`config.mk`:
```
export PLATFORM = sky130hd
export DESIGN_NAME = cdb_arbiter
export DESIGN_NICKNAME = d
export VERILOG_FILES = /design/src/rtl/cdb_arbiter.sv
export SDC_FILE = /design/constraint.sdc
export NUM_CORES = 1
export LEC_CHECK = 0
export ABC_AREA = 1
export BUFFER_PORTS_ARGS = -buffer_cell sky130_fd_sc_hd__buf_2
export CAP_MARGIN = 10
export CELL_PAD_IN_SITES_DETAIL_PLACEMENT = 1
export CELL_PAD_IN_SITES_GLOBAL_PLACEMENT = 2
export CORE_MARGIN = 5
export CORE_UTILIZATION = 23
export CTS_CLUSTER_DIAMETER = 40
export CTS_CLUSTER_SIZE = 12
export DETAILED_ROUTE_END_ITERATION = 6
export GPL_TIMING_DRIVEN = 0
export PLACE_DENSITY = 0.81
export SETUP_SLACK_MARGIN = 0.15
export SYNTH_ARGS = -nofsm -noshare
export SYNTH_HDL_FRONTEND = slang
export SYNTH_SLANG_ARGS = --single-unit
```
`constraint.sdc`:
```
create_clock -name clock -period 2.2 [get_ports clock]
set_input_delay 0.11 -clock clock [delete_from_list [all_inputs] [get_ports clock]]
set_output_delay 0.11 -clock clock [all_outputs]
set_load 0.01 [all_outputs]
```
`src/rtl/cdb_arbiter.sv`:
```
// Common data bus arbiter.
//
// Each cycle at most one functional unit that has a finished result is
// granted the CDB by round-robin. The granted FU's ROB tag, freed RS entry
// and value are registered and broadcast in the following cycle.
//
// Ports:
//   clock        system clock
//   reset        asynchronous, active-high reset
//   req          per-FU result-ready request
//   req_tag      packed ROB tags, FU i at [i*TAG_W +: TAG_W]
//   req_rs_tag   packed RS entry tags freed by each result
//   req_value    packed result data
//   flush        ROB squash; suppresses the grant and the next broadcast
//   grant        combinational one-hot (or zero) grant
//   cdb_valid    registered broadcast valid
//   cdb_tag      registered broadcast ROB tag
//   cdb_rs_tag   registered broadcast RS entry tag
//   cdb_value    registered broadcast data
//   protocol_err sticky requester-protocol violation flag
module cdb_arbiter #(
    parameter int unsigned NUM_REQ = 4,
    parameter int unsigned TAG_W   = 3,
    parameter int unsigned RS_W    = 3,
    parameter int unsigned DATA_W  = 32
) (
    input  logic                      clock,
    input  logic                      reset,
    input  logic [NUM_REQ-1:0]        req,
    input  logic [NUM_REQ*TAG_W-1:0]  req_tag,
    input  logic [NUM_REQ*RS_W-1:0]   req_rs_tag,
    input  logic [NUM_REQ*DATA_W-1:0] req_value,
    input  logic                      flush,
    output logic [NUM_REQ-1:0]        grant,
    output logic                      cdb_valid,
    output logic [TAG_W-1:0]          cdb_tag,
    output logic [RS_W-1:0]           cdb_rs_tag,
    output logic [DATA_W-1:0]         cdb_value,
    output logic                      protocol_err
);

    localparam int unsigned PTR_W = (NUM_REQ > 1) ? $clog2(NUM_REQ) : 1;
    // All-ones RS tag marks "no entry".
    localparam logic [RS_W-1:0] RS_INVALID = '1;

    logic [PTR_W-1:0]   ptr_q, ptr_d;
    logic [PTR_W-1:0]   win_idx;
    logic               win_valid;
    logic [TAG_W-1:0]   sel_tag;
    logic [RS_W-1:0]    sel_rs_tag;
    logic [DATA_W-1:0]  sel_value;
    logic [NUM_REQ-1:0] req_q;
    logic [NUM_REQ-1:0] grant_q;
    logic               flush_q;
    logic               err_q;
    logic               err_hit;

    // Round-robin search starting at ptr_q, wrapping around.
    always_comb begin : select
        int unsigned cand;
        cand      = 0;
        win_valid = 1'b0;
        win_idx   = '0;
        for (int unsigned k = 0; k < NUM_REQ; k++) begin
            cand = (32'(ptr_q) + k) % NUM_REQ;
            if (!win_valid && req[cand]) begin
                win_valid = 1'b1;
                win_idx   = PTR_W'(cand);
            end
        end
        if (flush) begin
            win_valid = 1'b0;
        end
    end

    always_comb begin : grant_out
        grant = '0;
        if (win_valid) begin
            grant[win_idx] = 1'b1;
        end
    end

    always_comb begin : fields
        int unsigned w;
        w          = 32'(win_idx);
        sel_tag    = req_tag[w*TAG_W +: TAG_W];
        sel_rs_tag = req_rs_tag[w*RS_W +: RS_W];
        sel_value  = req_value[w*DATA_W +: DATA_W];
    end

    always_comb begin : next_ptr
        ptr_d = ptr_q;
        if (win_valid) begin
            if (win_idx == PTR_W'(NUM_REQ - 1)) begin
                ptr_d = '0;
            end else begin
                ptr_d = win_idx + PTR_W'(1);
            end
        end
    end

    // A zero ROB tag is illegal on a request; a request that disappears without a
    // grant (and without a squash releasing it) breaks the hold contract.
    always_comb begin : proto
        err_hit = 1'b0;
        for (int unsigned i = 0; i < NUM_REQ; i++) begin
            if (req[i] && (req_tag[i*TAG_W +: TAG_W] == '0)) begin
                err_hit = 1'b1;
            end
            if (req_q[i] && !grant_q[i] && !req[i] && !flush_q) begin
                err_hit = 1'b1;
            end
        end
    end

    always_ff @(posedge clock or posedge reset) begin
        if (reset) begin
            ptr_q      <= '0;
            cdb_valid  <= 1'b0;
            cdb_tag    <= '0;
            cdb_rs_tag <= RS_INVALID;
            cdb_value  <= '0;
            req_q      <= '0;
            grant_q    <= '0;
            flush_q    <= 1'b0;
            err_q      <= 1'b0;
        end else begin
            ptr_q     <= ptr_d;
            cdb_valid <= win_valid;
            if (win_valid) begin
                cdb_tag    <= sel_tag;
                cdb_rs_tag <= sel_rs_tag;
                cdb_value  <= sel_value;
            end
            req_q   <= req;
            grant_q <= grant;
            flush_q <= flush;
            if (err_hit) begin
                err_q <= 1'b1;
            end
        end
    end

    assign protocol_err = err_q;

endmodule

```
==> metrics.csv, run 1 <==
stage,metric,value,unit
die,core,18640,µm²
die,die_w,147.4,µm
clock_tree,clk_path_buf_depth,2,
pwr,power.density,2084,nW/µm²
sta,fin_crit_sh,108.2,%
sta,setup_slack,-0.1799,ns
yosys,ys_seq_elements,51,
clock_tree,clk_pin_slew,0.08,ns
detailed_routing,drc_errors,0,
yosys,synth.largest_area_cell,dfrtp_1,
worst_setup_path,end_kind,output pin,
worst_hold_path,hold_depth,1,
final_layout,nNetsFinal,1150,
global_routing,antenna_found_initial,2,
final_layout,syn_to_final_growth,58.04,%
yosys,synth_top_area_share,27.67,%
sta,setup_violations,41,
pwr,power.leakage,4.222,nW
detailed_routing,wl,21.13,mm
final_layout,final-instance-count-excl-fill,1222,
sta,drv_slew,0,
worst_setup_path,crit_arrival,2.27,ns
die,dieArea,21720,µm²
worst_setup_path,cp.required,2.09,ns
worst_setup_path,criticalPathCategory,flip-flop to output pin,
clock_tree,clk_latency,0.31,ns
worst_setup_path,worstPathCellList,buf_6 > inv_8 > nand2_4 > nand2_2 > nand2_1 > nand2_1 > nand2_4 > nand3_4 > nand3_4 > buf_8 > inv_4 > ha_2 > inv_2 > nor2_2 > buf_2,
final_layout,fill_cells,2483,
yosys,synth_cells,730,
flow_run,maxCapViolations,0,
global_routing,grt_overflow_total,0,
sta,relSlewSlack,63.68,%
sta,finalCriticalPeriod,2.380,ns
sta,worstMarginPinSlew,0.5441,ns
yosys,yosysWarnings,0,
sta,clock_skew,0.01016,ns
pwr,power,14.30,mW
die,rows,50,
yosys,synth.distinct_cells,25,
outcome,violations,setup timing,
worst_setup_path,r2r_start,ptr_q[0],
sta,hold_violations,0,
detailed_routing,num_vias,5547,
global_routing,grt_pass1_wl,31.56,mm
final_layout,drive_gt1_share,37.65,%
worst_hold_path,whs_endpoint,req_q[2],
worst_hold_path,holdCritStartpoint,req[2],
worst_setup_path,cp_top_family,simple AND/OR/NAND/NOR gates,
place,dp_cells,1167,
final_layout,antenna-diode-count,0,
sta,max_freq,0.4202,GHz
clock_tree,cts_max_level,2,
sta,rsz0062_at_grt,true,
detailed_routing,firstDrtPassIters,4,
worst_setup_path,max_stage_delay,0.40,ns
global_routing,track_usage,18.45,%
clock_tree,root_buffer,clkbuf_16,
place,portBuffers,202,
outcome,status,"complete, but fails checks",
die,initial_core_util,23.29,%
yosys,syn_nets,893,
die,ios,203,
clock_tree,cts_tree,done,
final_layout,mostFrequentLayoutCell,nand2_1,
worst_setup_path,slowest_stage,dfrtp_1,
worst_setup_path,ff2ff_setup_slack,-0.14,ns
final_layout,most-common-layout-cells,"nand2_1 (242), buf_2 (207), inv_1 (159)",
worst_setup_path,crit_path_start_kind,flip-flop,
pwr,vdd_ir_drop_max,0.0006414,V
detailed_routing,drt_iter0_drc,206,
yosys,yosys-top-cells-area,"dfrtp_1 (28%), nand2_1 (23%), inv_1 (14%)",
worst_setup_path,crit_buf_inv,6,
worst_setup_path,cp-startpoint,ptr_q[0],
clock_tree,cts_buffers,5,
worst_hold_path,hold_class,primary input to flip-flop,
detailed_routing,viasPerCell,4.539,
worst_setup_path,cp_max_fo,6,
worst_setup_path,reg2reg_depth,19,
die,die_h,147.4,µm
detailed_routing,wl_per_cell,17.29,µm
place,hpwlAfterDp,15.01,mm
detailed_routing,antenna_left,0,
clock_tree,clock-sinks,51,
worst_setup_path,rr_endpoint,cdb_value[5],
yosys,yosysSeqAreaShare,29.48,%
global_routing,grt_max_degree,32,
yosys,synth_area_per_cell,5.947,µm²
global_routing,first_global_vias,5784,
final_layout,finish.utilization,36.81,%
yosys,synth.cell_area,4342,µm²
place,gp_congestion,0.8012,
==> cell families (layout without fill, tap and decap cells) <==
kind of cell               Yosys count  after routing  synth area share, %
and+or+nand+nor                    450            450                47.46
buffers and inverters              220            478                21.24
DFF                                 51             51                29.48
AOI/OAI and AO/OA                    5              5               0.6629
adders and majority gates            4              4                1.153
==> worst reg2reg max path, stage by stage (launching register included) <==
cell     delay [ns]
dfrtp_1        0.38
buf_6          0.18
inv_6          0.06
nand2_4        0.06
nand2_4        0.07
nand2_2        0.09
nand2_2        0.07
nor2_4         0.18
nand3_4        0.15
nand3_4        0.14
buf_6          0.10
buf_8          0.12
buf_12         0.12
buf_4          0.12
buf_12         0.11
nand2_1        0.05
nand3_1        0.09
nand2_1        0.07
nand2_1        0.06
nand2_1        0.05
==> per-stage QoR <==
step | setup slack [ns] | instance area, µm² | hold WS (ns) | TNS [ns]
3_5_place_dp | -0.3011 | 5665 | 0.1863 | -9.694
6_report | -0.1799 | 6862 | 0.02082 | -2.591
2_1_floorplan | 0.2323 | 4342 | 0.1414 | 0
5_1_grt | -0.2669 | 6862 | 0.009713 | -8.128
4_1_cts | -0.1089 | 6506 | 0.009827 | -0.8976
3_3_place_gp | -0.2853 | 5645 | 0.2349 | -13.06
==> layer usage <==
metal,vias up,wire length [µm],global-route usage (%),share of wire [%]
met1,2599,9575,24.26,45
met5,-,27,0,0.13
met2,153,10080,30.94,48
li1,2763,-,-,-
met4,4,331,4.147,1.6
met3,28,1108,4.323,5.2
==> cell usage after synthesis, drive strengths merged <==
cell / count
nor3: 1
nand2: 271
ha: 4
inv: 171
nand4: 79
a2111oi: 1
nor2: 10
nor4: 1
o21ai: 4
nand3: 87
dfstp: 3
clkbuf: 13
nor3b: 1
dfrtp: 48
buf: 36
==> how the worst max path moves through the flow <==
stage,to,slack [ns],cells after the start
6_report,grant[1],-0.18,15
2_1_floorplan,ptr_q[1],0.23,13
3_3_place_gp,cdb_value[18],-0.29,13
3_5_place_dp,cdb_value[22],-0.30,13
4_1_cts,grant[2],-0.11,16
5_1_grt,cdb_value[17],-0.27,18
==> area by class of cell <==
type	instances	area (µm²)	area share, %
Timing Repair Buffer	251	1562	22.76
Multi-Input combinational cell	459	2401	34.99
Timing Repair inverter	1	8.758	0.1276
Tap cell	234	292.8	4.267
Buffer	47	504.2	7.349
Sequential cell	51	1281	18.67
Clock inverter	2	16.27	0.2371
Clock buffer	6	138.9	2.024
Inverter	171	656.9	9.573
==> where the power goes <==
part	total [mW]	switching, mW	internal, mW
Clock	0.864	0.407	0.457
Combinational	11.8	6.60	5.20
Sequential	1.64	0.246	1.39
==> timing repair <==
| action | 4_1_cts | 5_1_grt |
|---|---|---|
| setup buffers | 28 | 9 |
| resized for setup | 118 | 45 |
| pin swaps | 21 | 19 |
| setup endpoints to repair | 49 | 46 |
| gates cloned | 3 | 4 |
| endpoints found under the hold margin | 23 | 0 |
| hold buffers | 5 | 0 |
==> sequential cells by signal, summed over array words and instances (netlist names) <==
name          flops
cdb_rs_tag        3
cdb_tag           3
cdb_valid         1
cdb_value        32
flush_q           1
grant_q           4
protocol_err      1
ptr_q             2
req_q             4
Power figures use the tool's default switching activity.
==> inputs of run 2 (changes only) <==
--- a/config.mk
+++ b/config.mk
@@ -17,6 +17,7 @@
 export DETAILED_ROUTE_END_ITERATION = 6
 export GPL_TIMING_DRIVEN = 0
 export PLACE_DENSITY = 0.81
+export REMOVE_ABC_BUFFERS = 1
 export SETUP_SLACK_MARGIN = 0.15
 export SYNTH_ARGS = -nofsm -noshare
 export SYNTH_HDL_FRONTEND = slang
==> run 2 against run 1 <==
Effect of this change: the run still ends with setup timing left; die area unchanged; sequential cell count unchanged; worst hold slack improved by 0.15 ns; via count increased by 5.2%; sequential share of layout area decreased by 0.60 points; highest routed layer unchanged; utilization increased by 1.3 points; first-iteration DRC count increased by 51%; global-route usage increased by 3.3 points; critical path type unchanged; largest power group unchanged.
==> metrics.csv, run 2 (synthesis results as in run 1) <==
stage,metric,value,unit
outcome,status,"complete, but fails checks",
outcome,violations,setup timing,
final_layout,multiInputGateArea,2769,µm²
die,dieArea,21720,µm²
die,rows,50,
die,die_w,147.4,µm
detailed_routing,drt_iter0_drc,311,
global_routing,antenna_found_initial,3,
pwr,vdd_ir_drop_max,0.0008620,V
final_layout,regArea,1282,µm²
clock_tree,clk_latency,0.31,ns
global_routing,track_usage,21.76,%
global_routing,grt_max_degree,40,
global_routing,first_global_vias,5797,
worst_setup_path,criticalPathCategory,flip-flop to output pin,
final_layout,mostFrequentLayoutCell,nand2_1,
final_layout,final-instance-count-excl-fill,1217,
clock_tree,cts_tree,done,
sta,setup_violations,45,
place,gp_congestion,0.7793,
clock_tree,cts_max_level,2,
place,placed_area,5485,µm²
global_routing,grt_pass1_wl,35.91,mm
detailed_routing,firstDrtPassIters,5,
detailed_routing,num_vias,5836,
worst_hold_path,hold_class,primary input to flip-flop,
final_layout,nNetsFinal,1145,
place,hpwlAfterDp,11.59,mm
flow_run,maxCapViolations,0,
detailed_routing,antenna_left,0,
sta,tns,-9.317,ns
detailed_routing,wl_per_cell,21.27,µm
clock_tree,clk_path_buf_depth,2,
final_layout,reg_top3,"cdb_value (32), grant_q (4), req_q (4)",
place,dp_cells,1121,
detailed_routing,viasPerCell,4.795,
worst_setup_path,crit_path_start_kind,flip-flop,
sta,worstMarginPinSlew,0.6401,ns
final_layout,finish.utilization,38.06,%
die,core,18640,µm²
sta,clock_skew,0.01396,ns
place,pre_cts_ws,-1.788,ns
final_layout,regMostFlops,cdb_value,
die,initial_core_util,23.29,%
final_layout,largest_reg_flops,32,
sta,holdWs,0.1752,ns
worst_setup_path,cp.required,2.09,ns
final_layout,syn_to_final_growth,63.43,%
place,portBuffers,202,
die,die_h,147.4,µm
clock_tree,clk_pin_slew,0.09,ns
pwr,power.density,2143,nW/µm²
sta,relSlewSlack,57.26,%
pwr,power,15.20,mW
sta,drv_slew,0,
sta,setup_slack,-0.3097,ns
clock_tree,root_buffer,clkbuf_16,
sta,hold_violations,0,
detailed_routing,wl,25.88,mm
sta,fin_crit_sh,114.1,%
worst_setup_path,end_kind,output pin,
final_layout,most-common-layout-cells,"nand2_1 (241), buf_2 (199), inv_1 (159)",
sta,rsz0062_at_grt,true,
global_routing,grt_overflow_total,0,
sta,max_freq,0.3985,GHz
clock_tree,clock-sinks,51,
detailed_routing,drc_errors,0,
die,ios,203,
clock_tree,cts_buffers,5,
final_layout,final_area,7096,µm²
worst_setup_path,crit_arrival,2.40,ns
sta,finalCriticalPeriod,2.510,ns
final_layout,drive_gt1_share,36.93,%
final_layout,antenna-diode-count,0,
pwr,power.leakage,4.202,nW
worst_setup_path,cp_max_fo,6,
final_layout,fill_cells,2441,
-- run 2: metal layers --
| layer | vias up | track usage, % | share of wire [%] |
|---|---|---|---|
| met1 | 2816 | 27.39 | 43 |
| met2 | 181 | 38.25 | 50 |
| met4 | 6 | 4.427 | 1.8 |
| met5 | - | 0 | 0.14 |
| met3 | 38 | 5.028 | 5.5 |
| li1 | 2795 | - | - |
-- run 2: report_power, final --
group | internal (mW) | total, mW | switching [mW]
clock | 0.654 | 1.07 | 0.413
combinational | 4.51 | 12.5 | 8.00
sequential | 1.39 | 1.63 | 0.235
-- run 2: worst paths after layout --
| check | start | end | slack [ns] | cells past startpoint |
|---|---|---|---|---|
| worst max-delay path | ptr_q[0] | grant[1] | -0.31 | 13 |
| worst min-delay path | req_rs_tag[2] | cdb_rs_tag[2] | 0.18 | 7 |
| worst max register to register | ptr_q[0] | cdb_value[13] | -0.24 | 15 |
| worst min register to register | cdb_rs_tag[2] | cdb_rs_tag[2] | 0.47 | 2 |
| max in group asynchronous | reset | cdb_rs_tag[2] | 1.10 | 4 |
| min in group asynchronous | reset | flush_q | 0.42 | 3 |
-- run 2: area by class of cell --
type	count	share of cell area (%)
Tap cell	234	4.126
Sequential cell	51	18.07
Multi-Input combinational cell	478	39.02
Clock inverter	3	0.9522
Inverter	171	9.769
Timing Repair Buffer	272	25.78
Timing Repair inverter	3	0.5114
Clock buffer	5	1.763
-- run 2: repair_timing --
action	4_1_cts	5_1_grt
hold buffers	6	0
setup buffers	42	15
cloned	20	5
setup endpoints to repair	49	49
endpoints found under the hold margin	28	0
pin swaps	17	28
gates resized for setup	63	75
-- run 2: worst max-delay path, stage by stage (launching register included) --
cell     delay, ns
dfrtp_2       0.49
inv_8         0.10
nand2_1       0.14
nand3_4       0.12
nand2_4       0.08
nor2_4        0.24
buf_6         0.15
nand3_4       0.11
nand3_4       0.18
inv_4         0.07
ha_4          0.16
inv_2         0.07
nor2_4        0.04
buf_6         0.12
